### src/rtl/jtbubl_comm_pkg.sv
// Shared constants for the sound-side mailbox: register map, status bits, NMI states.
package jtbubl_comm_pkg;

    localparam logic [1:0] REG_DATA = 2'd0;
    localparam logic [1:0] REG_STAT = 2'd1;
    localparam logic [1:0] REG_ACK  = 2'd2;

    localparam int ST_SND  = 0;
    localparam int ST_MAIN = 1;
    localparam int ST_OVR  = 2;

    typedef enum logic [1:0] {
        IDLE   = 2'd0,
        ASSERT = 2'd1,
        WAIT   = 2'd2
    } nmi_st_t;

    function automatic logic [7:0] stat_byte(input logic ovr, input logic mflag, input logic sflag);
        logic [7:0] s;
        s         = '0;
        s[ST_OVR]  = ovr;
        s[ST_MAIN] = mflag;
        s[ST_SND]  = sflag;
        return s;
    endfunction

endpackage

### src/rtl/jtbubl_comm_fifo.sv
// Small synchronous FIFO for queued main-to-sound bytes; caller guards push/pop against full/empty.
module jtbubl_comm_fifo #(
    parameter int DEPTH = 4,
    parameter int W     = 8,
    localparam int AW   = $clog2(DEPTH)
) (
    input  logic          clk,
    input  logic          rst,
    input  logic          push,
    input  logic          pop,
    input  logic [W-1:0]  din,
    output logic [W-1:0]  dout,
    output logic          full,
    output logic          empty,
    output logic [AW:0]   count
);

    logic [W-1:0]  mem [DEPTH];
    logic [AW-1:0] wp, rp;

    always_ff @(posedge clk) begin
        if (push) mem[wp] <= din;
    end

    always_ff @(posedge clk) begin
        if (rst) begin
            wp    <= '0;
            rp    <= '0;
            count <= '0;
        end else begin
            if (push) wp <= wp + 1'b1;
            if (pop)  rp <= rp + 1'b1;
            case ({push, pop})
                2'b10:   count <= count + 1'b1;
                2'b01:   count <= count - 1'b1;
                default: ;
            endcase
        end
    end

    assign dout  = mem[rp];
    assign full  = (count == (AW+1)'(DEPTH));
    assign empty = (count == '0);

endmodule

### src/rtl/jtbubl_snd_comm.sv
// Sound-CPU end of the main<->sound mailbox: byte capture, NMI generation, reply latch.
// Define JTBUBL_COMM_FIFO_EN to queue incoming bytes in a FIFO_DEPTH FIFO instead of a single latch.
module jtbubl_snd_comm
    import jtbubl_comm_pkg::*;
#(
    parameter int NMI_HOLD   = 8,
    parameter int FIFO_DEPTH = 4
) (
    input  logic       clk,
    input  logic       rst,
    input  logic       cen3,
    input  logic [7:0] snd_latch,
    input  logic       snd_stb,
    input  logic       main_ack,
    input  logic       cs,
    input  logic       rnw,
    input  logic [1:0] addr,
    input  logic [7:0] din,
    output logic [7:0] dout,
    output logic       nmi_n,
    output logic [7:0] main_latch,
    output logic       main_stb,
    output logic       main_flag,
    output logic       snd_flag
);

    localparam int CW = $clog2(NMI_HOLD + 1);

    if (FIFO_DEPTH < 2 || FIFO_DEPTH > 16 || (FIFO_DEPTH & (FIFO_DEPTH - 1)) != 0) begin : g_bad_depth
        $error("FIFO_DEPTH must be a power of two in 2..16");
    end

    logic       acc, rd0, wr0, wr1, wr2;
    logic       stb_l, ack_l, stb_edge, ack_edge;
    logic       nmi_en, overrun, armed;
    logic       ovr_set, arm_set;
    logic [7:0] rd_data;

    assign acc      = cs & cen3;
    assign rd0      = acc &  rnw & (addr == REG_DATA);
    assign wr0      = acc & ~rnw & (addr == REG_DATA);
    assign wr1      = acc & ~rnw & (addr == REG_STAT);
    assign wr2      = acc & ~rnw & (addr == REG_ACK);
    assign stb_edge = snd_stb  & ~stb_l;
    assign ack_edge = main_ack & ~ack_l;

    always_ff @(posedge clk) begin
        if (rst) begin
            stb_l <= 1'b0;
            ack_l <= 1'b0;
        end else begin
            stb_l <= snd_stb;
            ack_l <= main_ack;
        end
    end

`ifdef JTBUBL_COMM_FIFO_EN
    localparam int AW = $clog2(FIFO_DEPTH);
    logic          push, pop, full, empty;
    logic [AW:0]   count;
    logic [7:0]    head;

    // a pop frees a slot in the same clk, so a push into a full queue survives a simultaneous read
    assign pop      = rd0 & ~empty;
    assign push     = stb_edge & (~full | pop);
    assign ovr_set  = stb_edge & full & ~pop;
    assign arm_set  = push | (pop & (count > (AW+1)'(1)));
    assign snd_flag = ~empty;
    assign rd_data  = empty ? 8'hFF : head;

    jtbubl_comm_fifo #(.DEPTH(FIFO_DEPTH), .W(8)) u_fifo (
        .clk   (clk),
        .rst   (rst),
        .push  (push),
        .pop   (pop),
        .din   (snd_latch),
        .dout  (head),
        .full  (full),
        .empty (empty),
        .count (count)
    );
`else
    logic [7:0] data;
    logic       flag;

    // a capture beats a read in the same clk: the reader sees the old byte, the flag stays set
    always_ff @(posedge clk) begin
        if (rst) begin
            data <= 8'h00;
            flag <= 1'b0;
        end else if (stb_edge) begin
            data <= snd_latch;
            flag <= 1'b1;
        end else if (rd0) begin
            flag <= 1'b0;
        end
    end

    assign ovr_set  = stb_edge & flag;
    assign arm_set  = stb_edge;
    assign snd_flag = flag;
    assign rd_data  = data;
`endif

    always_ff @(posedge clk) begin
        if (rst) begin
            main_latch <= 8'h00;
            main_stb   <= 1'b0;
            main_flag  <= 1'b0;
            nmi_en     <= 1'b0;
            overrun    <= 1'b0;
        end else begin
            main_stb <= wr0;
            if (wr0) begin
                main_latch <= din;
                main_flag  <= 1'b1;
            end else if (ack_edge) begin
                main_flag  <= 1'b0;
            end
            if (wr1) nmi_en <= din[0];
            if (ovr_set)          overrun <= 1'b1;
            else if (wr1 && din[1]) overrun <= 1'b0;
        end
    end

    always_comb begin
        dout = 8'hFF;
        case (addr)
            REG_DATA: dout = rd_data;
            REG_STAT: dout = stat_byte(overrun, main_flag, snd_flag);
            default:  ;
        endcase
    end

    nmi_st_t       st, st_nxt;
    logic [CW-1:0] cnt, cnt_nxt;
    logic          rel_pend, rel_pend_nxt;
    logic          rel, go, hold_done;

    assign rel       = wr2 | rd0;
    assign go        = armed & snd_flag & nmi_en;
    assign hold_done = cen3 && (cnt == CW'(NMI_HOLD - 1));

    // armed makes the NMI edge-style: one NMI per captured byte
    always_ff @(posedge clk) begin
        if (rst) begin
            st       <= IDLE;
            cnt      <= '0;
            rel_pend <= 1'b0;
            armed    <= 1'b0;
        end else begin
            st       <= st_nxt;
            cnt      <= cnt_nxt;
            rel_pend <= rel_pend_nxt;
            if (arm_set)                armed <= 1'b1;
            else if (st == IDLE && go)  armed <= 1'b0;
        end
    end

    always_comb begin
        st_nxt       = st;
        cnt_nxt      = cnt;
        rel_pend_nxt = rel_pend;
        case (st)
            IDLE: if (go) begin
                st_nxt       = ASSERT;
                cnt_nxt      = '0;
                rel_pend_nxt = 1'b0;
            end
            ASSERT: begin
                if (rel)  rel_pend_nxt = 1'b1;
                if (cen3) cnt_nxt      = cnt + 1'b1;
                if (hold_done) st_nxt  = (rel_pend | rel) ? IDLE : WAIT;
            end
            WAIT:    if (rel) st_nxt = IDLE;
            default: st_nxt = IDLE;
        endcase
    end

    assign nmi_n = (st == IDLE);

endmodule

### config.mk
export PLATFORM = sky130hd
export DESIGN_NAME = jtbubl_snd_comm
export DESIGN_NICKNAME = d
export VERILOG_FILES = /design/src/rtl/jtbubl_comm_pkg.sv /design/src/rtl/jtbubl_comm_fifo.sv /design/src/rtl/jtbubl_snd_comm.sv
export SDC_FILE = /design/constraint.sdc
export NUM_CORES = 1
export LEC_CHECK = 0
export CAP_MARGIN = 20
export CORE_ASPECT_RATIO = 2
export CORE_MARGIN = 2
export CORE_UTILIZATION = 45
export CTS_CLUSTER_SIZE = 24
export DETAILED_ROUTE_END_ITERATION = 8
export GPL_TIMING_DRIVEN = 0
export PLACE_DENSITY = 0.79
export SLEW_MARGIN = 10
export SYNTH_ARGS = -nofsm -noshare
export SYNTH_HDL_FRONTEND = slang
export SYNTH_SLANG_ARGS = --single-unit
### constraint.sdc
create_clock -name clk -period 1.47 [get_ports clk]
set_input_delay 0.2205 -clock clk [delete_from_list [all_inputs] [get_ports clk]]
set_output_delay 0.2205 -clock clk [all_outputs]
set_load 0.005 [all_outputs]
; ---- Yosys cells after proc, flatten, opt, wreduce, memory -nomap -nowiden
; Cells that the tools add are included.
[totals]
input_bits = 25
out_inout_bits = 20
ff_bits = 31
word_cells = 74
[op_classes]
eq_ne = 10
n_addsub = 1
n_bitwise = 17
reduce_logical = 13
muxes = 20
[ops]
columns = op, n
row1 = $pmux W8 S2, 1
row2 = $and A1 B1 Y1, 12
row3 = $mux W1, 10
row4 = $reduce_bool A2 Y1, 5
row5 = $reduce_and A3 Y1, 3
row6 = $mux W2, 4
row7 = $mux W4, 2
row8 = $ne A2 B2 Y1 const B, 4
row9 = $pmux W4 S2, 1
row10 = $pmux W2 S3, 1
row11 = $add A4 B1 Y4 const B, 1
row12 = $eq A2 B1 Y1 const B, 2
row13 = $eq A2 B2 Y1 const B, 2
row14 = $eq A4 B3 Y1 const B, 1
row15 = $logic_not A2 Y1, 2
row16 = $logic_and A1 B1 Y1, 3
row17 = $not A1 Y1, 3
row18 = $ne A2 B1 Y1 const B, 1
row19 = $or A1 B1 Y1, 2
row20 = $pmux W1 S2, 1

; ---- Depth between registers and ports, before layout
; Gate-level depths: netlist of the first run.
[logic_depth]
word_depth = 8
ltp_mapped = 5
ltp_nobuf = 4

; ---- Worst setup path after synthesis of the first run
; Ideal clock, no wire load.
[synth_path]
path_kind = reg-to-reg
from = register st[0]
to = register rel_pend
setup_slack_ns = 0.211
n_path_buf = 0
setup_ns = 0.079
required_ns = 1.391
stages_incl_launch_ff = 4
arrival_ns = 1.180
period_less_slack_ns = 1.259
cell_sequence = dfxtp_1 -> nor2b_1 -> or4b_1 -> a211oi_2
[synth_between]
elab_chain_cells = 3
word_cells_on_any_way = 7
classes_between = eq/ne (3) / mux (1) / reduce/logical (3)
[synth_lines]
columns = item, line
row1 = from (decl), jtbubl_snd_comm.sv:135  ; nmi_st_t st, st_nxt;
row2 = from (signal assigned), jtbubl_snd_comm.sv:152  ; st <= st_nxt;
row3 = $eq A2 B1 Y1 / $logic_not A2 Y1 (equally long branches), jtbubl_snd_comm.sv:164  ; case (st)
row4 = $ne A2 B2 Y1 (no source line) (tied with other cells), --
row5 = $reduce_and A3 Y1 (no source line), --
row6 = to (signal assigned), jtbubl_snd_comm.sv:154  ; rel_pend <= rel_pend_nxt;
row7 = to (decl), jtbubl_snd_comm.sv:137  ; logic rel_pend, rel_pend_nxt;
; Several ways; a longest one is shown, not always the timed one.
; A chain may end at the register's enable or synchronous reset.

; ---- Worst setup path in the final report of the first run
[layout_path]
from = input addr[1]
to = output dout[3]
[layout_between]
elab_chain_cells = 2
word_cells_on_any_way = 3
classes_between = eq/ne (1) / mux (1) / reduce/logical (1)
[layout_lines]
columns = item, line
row1 = from (decl), jtbubl_snd_comm.sv:17  ; input logic [1:0] addr,
row2 = $eq A2 B1 Y1 / $logic_not A2 Y1 (equally long branches), jtbubl_snd_comm.sv:128  ; case (addr)
row3 = $pmux W8 S2 *, jtbubl_snd_comm.sv:128
row4 = to (decl), jtbubl_snd_comm.sv:19  ; output logic [7:0] dout,
; Every way passes the cells marked *; elsewhere a longest branch is shown, timed or not.

==> results of run 1 <==
cells by family (layout without fill, tap and decap cells):
| family | after synthesis | in the layout |
|---|---|---|
| AO/OA/AOI/OAI | 57 | 57 |
| AND/OR/NAND/NOR | 57 | 57 |
| flip-flops | 31 | 31 |
| buffers and inverters | 17 | 72 |
| multiplexers | 2 | 2 |
| adder cells (fa/ha/maj) | 1 | 1 |
| XOR/XNOR | 1 | 1 |
per-layer routing:
metal / wire length (um) / share of wire / vias up
met4: 119 / 0.030 / 0
met5: 0 / 0 / -
li1: - / - / 700
met3: 222 / 0.057 / 12
met1: 1450 / 0.37 / 702
met2: 2120 / 0.54 / 55
metrics by stage:
step	TNS [ns]	power, mW	area [um2]
global placement	-8.82	1.12	1850
floorplan	0	0.987	1370
CTS	0	1.74	1990
detailed placement	-9.69	1.13	1850
finish	0	1.73	2010
global route	0	1.80	2010
how the worst max path moves through the flow:
stage / to / from / slack (ns)
finish: dout[3] / addr[1] / 0.04
global route: dout[6] / addr[1] / 0.0007
CTS: dout[2] / overrun$_SDFFE_PP0P_ / 0.0007
detailed placement: dout[7] / addr[0] / -0.80
global placement: dout[7] / addr[0] / -0.80
floorplan: rel_pend$_SDFFE_PP0P_ / st[0]$_SDFFE_PP0P_ / 0.21
flip-flops by register name, summed over array words and instances (netlist names):
register / count
ack_l: 1
armed: 1
cnt: 4
data: 8
main_flag: 1
main_latch: 8
main_stb: 1
nmi_en: 1
overrun: 1
rel_pend: 1
snd_flag: 1
st: 2
stb_l: 1
power by group through the flow:
stage               Sequential (mW)  Combinational (mW)  Clock, mW
floorplan                     0.897              0.0905          0
global placement              0.899               0.222          0
detailed placement            0.900               0.228          0
CTS                           0.881               0.240      0.614
global route                  0.885               0.261      0.653
finish                        0.882               0.241      0.605
synthesized netlist by cell type (all sizes together) (3+ instances only):
cell,n
o311ai,3
nand2,21
and2,3
a21oi,23
o21ai,14
nor3,3
a211o,3
clkbuf,10
dfxtp,31
nor2,5
inv,4
nor2b,5
nand3,12
a21o,5
layout make-up:
| type | count | area, um2 | area share |
|---|---|---|---|
| Buffer | 12 | 83.8 | 0.0417 |
| Multi-Input combinational cell | 118 | 686 | 0.341 |
| Sequential cell | 31 | 631 | 0.314 |
| Timing Repair Buffer | 49 | 474 | 0.236 |
| Inverter | 5 | 23.8 | 0.0118 |
| Tap cell | 30 | 37.5 | 0.0187 |
| Clock buffer | 6 | 72.6 | 0.0361 |
tightest hold or removal path, stage by stage:
cell and delay (ns):
buf_6 0.10, or4b_1 0.12, a211oi_2 0.06
repair_timing:
item                                   in CTS  in global routing
setup endpoints to repair                  11                  8
endpoints found under the hold margin       0                  0
gates cloned                                0                  1
resized for setup                          34                 10
setup buffers                               4                  0
cell usage in the layout, fill, tap and decap left out, types with 3 or more instances in the layout:
master,n
nor2b_1,5
dfxtp_2,5
a21oi_1,23
o21ai_0,14
buf_4,4
a21o_1,5
nand3_1,12
clkbuf_8,8
buf_2,3
clkbuf_1,8
inv_1,4
nor2_1,5
o311ai_0,3
nand2_1,21
dlymetal6s2s_1,4
dfxtp_1,25
clkdlybuf4s50_1,33
and2_1,3
nor3_1,3
a211o_1,3
==> impl_metrics.json, run 1 <==
{
  "status": "finished, final reports clean",
  "synth.largest_area_cell": "dfxtp_1",
  "critPathMaxStageDelay_ns": 0.43,
  "p_sw_frac": 0.238,
  "via_count": 1469,
  "p_int_mw": 1.32,
  "dpl.hpwl_mm": 2.78,
  "end_kind": "primary output",
  "grt_usage": 0.229,
  "hold_depth": 3,
  "tightest_slew_ns": 0.516,
  "hp-start": "addr[0]",
  "start_util": 0.466,
  "crit_fanout": 5,
  "drt_pre_antenna_iters": 4,
  "crit_family": "buffers and inverters",
  "switching_power_mw": 0.412,
  "cts_buffers": 5,
  "p_clk_frac": 0.350,
  "synth_area_leaders": "dfxtp_1 45%, a21oi_1 8.4%, nand2_1 5.7%, o21ai_0 5.1%, nand3_1 4.4%",
  "syn_avg_cell_area_um2": 8.27,
  "htreeDepth": 2,
  "ioPinCount": 45,
  "ir_worst_vdd_uv": 682,
  "max_freq_mhz": 697,
  "vias_per_cell": 5.85,
  "dp_slack_ns": -0.804,
  "cp.buffers_inverters": 3,
  "cts_tree": "yes",
  "slew_headroom": 0.656,
  "die_w_um": 43.1,
  "coreArea_um2": 2940,
  "clkTransAtPathRegs_ns": 0.06,
  "clk_path_buf_depth": 2,
  "skew_ns": 0.00331,
  "layout.nets": 248,
  "rows": 28,
  "cap_viol_max_count": 0,
  "synth.yosys.warnings": 0,
  "seqPwrFrac": 0.511,
  "nFillCells": 244,
  "totalWireLength_mm": 3.91,
  "rrSetupSlack_ns": 0.09,
  "p_per_area_nw_per_um2": 860,
  "synth_fa_ha_area_frac": 0.00912,
  "setup_viol": 0,
  "hold_buffers": 0,
  "grt_max_degree": 11,
  "synth_xor_area_frac": 0.00638,
  "ys.flop_type": "dfxtp_1",
  "synth_seq_area_share": 0.452,
  "stdcell_count": 251,
  "synth-compound-area-share": 0.254,
  "syn_nets": 192,
  "yosys-mux-area-fraction": 0.0146,
  "clock_sink_count": 31,
  "ys_seq_elements": 31,
  "syn_to_final_growth_pct": 46.3,
  "cts_root_buffer": "clkbuf_8",
  "path_cells": "clkdlybuf4s15_1 > buf_6 > a21o_1 > clkdlybuf4s50_1",
  "reg2reg_to": "rel_pend$_SDFFE_PP0P_",
  "crit_arrival_ns": 1.21,
  "period_needed_ns": 1.43,
  "comb_power_share": 0.139,
  "async_flop_share": 0,
  "power_leakage_nw": 0.786,
  "period_share": 0.976,
  "crit_required_ns": 1.25,
  "setup_ws_ns": 0.0354,
  "worstHoldPathType": "in2reg",
  "synth_top_area_frac": 0.452,
  "whs_ns": 0.278,
  "netlist_instances": 166,
  "yosysUniqueCellTypes": 33,
  "grt_antenna_before_repair": 0,
  "port_buffers": 44,
  "post_drt_wl_per_cell_um": 15.6,
  "start_kind": "primary input",
  "synth-edff-count": 0,
  "fp.dieH_um": 82.1,
  "gr-total-overflow": 0,
  "grt_first_pass_wirelength_mm": 6.13,
  "yosys.area_share.simple": 0.215,
  "crit_slowest_cell": "clkdlybuf4s50_1",
  "grtUsageMet2": 0.405,
  "slew_viol_final": 0,
  "drc": 0,
  "antenna_left": 0,
  "grt_use_met3": 0.0565,
  "use_met1": 0.232,
  "layout-drive-gt1-share": 0.122,
  "hold_viol_final": 0,
  "min_to": "rel_pend$_SDFFE_PP0P_",
  "critPathKind": "in2out",
  "grt_busiest_layer": "met2",
  "dp_cells": 240,
  "dr.first_iter.drc_count": 42,
  "path_depth": 4,
  "synthesis.area_um2": 1370,
  "reg2reg_depth": 3,
  "die-area_um2": 3530,
  "n_antenna_cell": 0,
  "synth_top_family_by_area": "compound AO/OA/AOI/OAI gates",
  "grt_pass1_vias": 1468,
  "gp_congestion": 0.819,
  "final_util": 0.682,
  "grt_setup_unrepaired": "false",
  "r2r_start": "st[0]$_SDFFE_PP0P_",
  "worstSkewPairLatency_ns": 0.28
}
No activity file was read; power rests on OpenSTA's default activity.
==> inputs of run 2 (changes only) <==
--- a/config.mk
+++ b/config.mk
@@ -7,10 +7,10 @@
 export LEC_CHECK = 0
 export CAP_MARGIN = 20
 export CORE_ASPECT_RATIO = 2
-export CORE_MARGIN = 2
 export CORE_UTILIZATION = 45
 export CTS_CLUSTER_SIZE = 24
 export DETAILED_ROUTE_END_ITERATION = 8
+export GPL_ROUTABILITY_DRIVEN = 1
 export GPL_TIMING_DRIVEN = 0
 export PLACE_DENSITY = 0.79
 export SLEW_MARGIN = 10
==> impl_metrics.json, run 2 (synthesis gave the netlist of run 1 again) <==
{
  "coreArea_um2": 2940,
  "use_met1": 0.276,
  "worstHoldPathType": "in2reg",
  "crit_arrival_ns": 1.22,
  "grt_use_met3": 0.0663,
  "fp.dieH_um": 80.1,
  "period_needed_ns": 1.44,
  "clkTransAtPathRegs_ns": 0.06,
  "end_kind": "primary output",
  "seqPwrFrac": 0.474,
  "grt_setup_unrepaired": "false",
  "cap_viol_max_count": 0,
  "gr-total-overflow": 0,
  "clk_path_buf_depth": 2,
  "totalWireLength_mm": 3.67,
  "drc": 0,
  "worstSkewPairLatency_ns": 0.28,
  "dpl.hpwl_mm": 2.60,
  "tightest_slew_ns": 0.520,
  "slew_viol_final": 0,
  "skew_ns": 0.00408,
  "period_share": 0.977,
  "p_per_area_nw_per_um2": 923,
  "max_freq_mhz": 696,
  "cp.buffers_inverters": 1,
  "layout.nets": 246,
  "dp_cells": 240,
  "rrSetupSlack_ns": 0.05,
  "post_drt_wl_per_cell_um": 14.6,
  "status": "finished, final reports clean",
  "layout-drive-gt1-share": 0.122,
  "rows": 28,
  "whs_ns": 0.322,
  "clock_sink_count": 31,
  "comb_power_share": 0.127,
  "start_kind": "flip-flop",
  "grtUsageMet2": 0.419,
  "hold_viol_final": 0,
  "ioPinCount": 45,
  "die_w_um": 41.1,
  "die-area_um2": 3290,
  "hold_buffers": 0,
  "dpl_cell_area_um2": 1850,
  "p_sw_frac": 0.233,
  "port_buffers": 44,
  "cts_buffers": 5,
  "grt_first_pass_wirelength_mm": 5.83,
  "final_cell_mix": "34 x clkdlybuf4s50_1, 26 x dfxtp_1, 23 x a21oi_1, 21 x nand2_1, 14 x o21ai_0",
  "cts_tree": "yes",
  "grt_max_degree": 11,
  "ir_worst_vdd_uv": 933,
  "stdcell_count": 251,
  "reg_top3": "data (8), main_latch (8), cnt (4)",
  "critPathKind": "reg2out",
  "crit_slowest_cell": "clkdlybuf4s50_1",
  "drt_pre_antenna_iters": 4,
  "syn_to_final_growth_pct": 46.5,
  "grt_usage": 0.262,
  "cts_root_buffer": "clkbuf_8",
  "htreeDepth": 2,
  "crit_fanout": 2,
  "critPathMaxStageDelay_ns": 0.49,
  "grt_antenna_before_repair": 0,
  "dr.first_iter.drc_count": 52,
  "p_clk_frac": 0.399,
  "switching_power_mw": 0.433,
  "layout.cells.most_common": "clkdlybuf4s50_1",
  "n_antenna_cell": 0,
  "grt_pass1_vias": 1340,
  "via_count": 1421,
  "antenna_left": 0,
  "start_util": 0.466,
  "gp_congestion": 0.791,
  "totalPowerFinal_mw": 1.86,
  "final_util": 0.683,
  "p_int_mw": 1.42,
  "crit_family": "buffers and inverters",
  "path_cells": "a21o_1 > clkdlybuf4s50_1",
  "fin_area_um2": 2010,
  "setup_viol": 0,
  "slew_headroom": 0.653,
  "crit_required_ns": 1.25,
  "grt_busiest_layer": "met2",
  "power_leakage_nw": 0.782,
  "vias_per_cell": 5.66
}
==> run 2: worst register-to-register path, stage by stage (launching register included) <==
cell,delay [ns]
dfxtp_2,0.37
nor2b_1,0.27
or4b_1,0.48
a211oi_2,0.22
==> run 2: layout make-up <==
cell class	count	area (um2)
clock buffers	8	100
multi-input cells	118	686
plain buffers	12	85.1
well taps	30	37.5
fillers	256	932
flip-flops and latches	31	629
inverters	5	26.3
repair buffers	47	447
==> run 2: per-stage QoR <==
stage	worst slack, ns	setup TNS (ns)
after floorplan	0.211	0
after global placement	-0.795	-8.78
after detailed placement	-0.797	-9.40
after CTS	0.00392	0
after global routing	0.000738	0
final	0.0338	0
==> run 2: path summary, 6_finish.rpt <==
| kind | startpoint | end | depth (start not counted) |
|---|---|---|---|
| max | data[6]$_SDFFE_PP0N_ | dout[6] | 2 |
| min | addr[0] | main_latch[0]$_SDFFE_PP0P_ | 4 |
| max reg2reg | st[0]$_SDFFE_PP0P_ | rel_pend$_SDFFE_PP0P_ | 3 |
| min reg2reg | data[0]$_SDFFE_PP0N_ | data[0]$_SDFFE_PP0N_ | 2 |
==> run 2: power by group through the flow <==
stage	logic (mW)	clock network [mW]	registers, mW
final	0.237	0.740	0.880
after global routing	0.259	0.792	0.882
after CTS	0.238	0.749	0.879
after detailed placement	0.225	0	0.901
after global placement	0.221	0	0.899
after floorplan	0.0905	0	0.897
==> run 2: metal layers <==
metal	part of all wire	wire (um)
met1	0.37	1370
met4	0.037	136
met5	0	0
met2	0.54	1990
met3	0.049	179
==> run 2: repair_timing <==
action	CTS	global route
endpoints found under the setup margin	11	8
buffers inserted	3	0
gates resized for setup	34	9
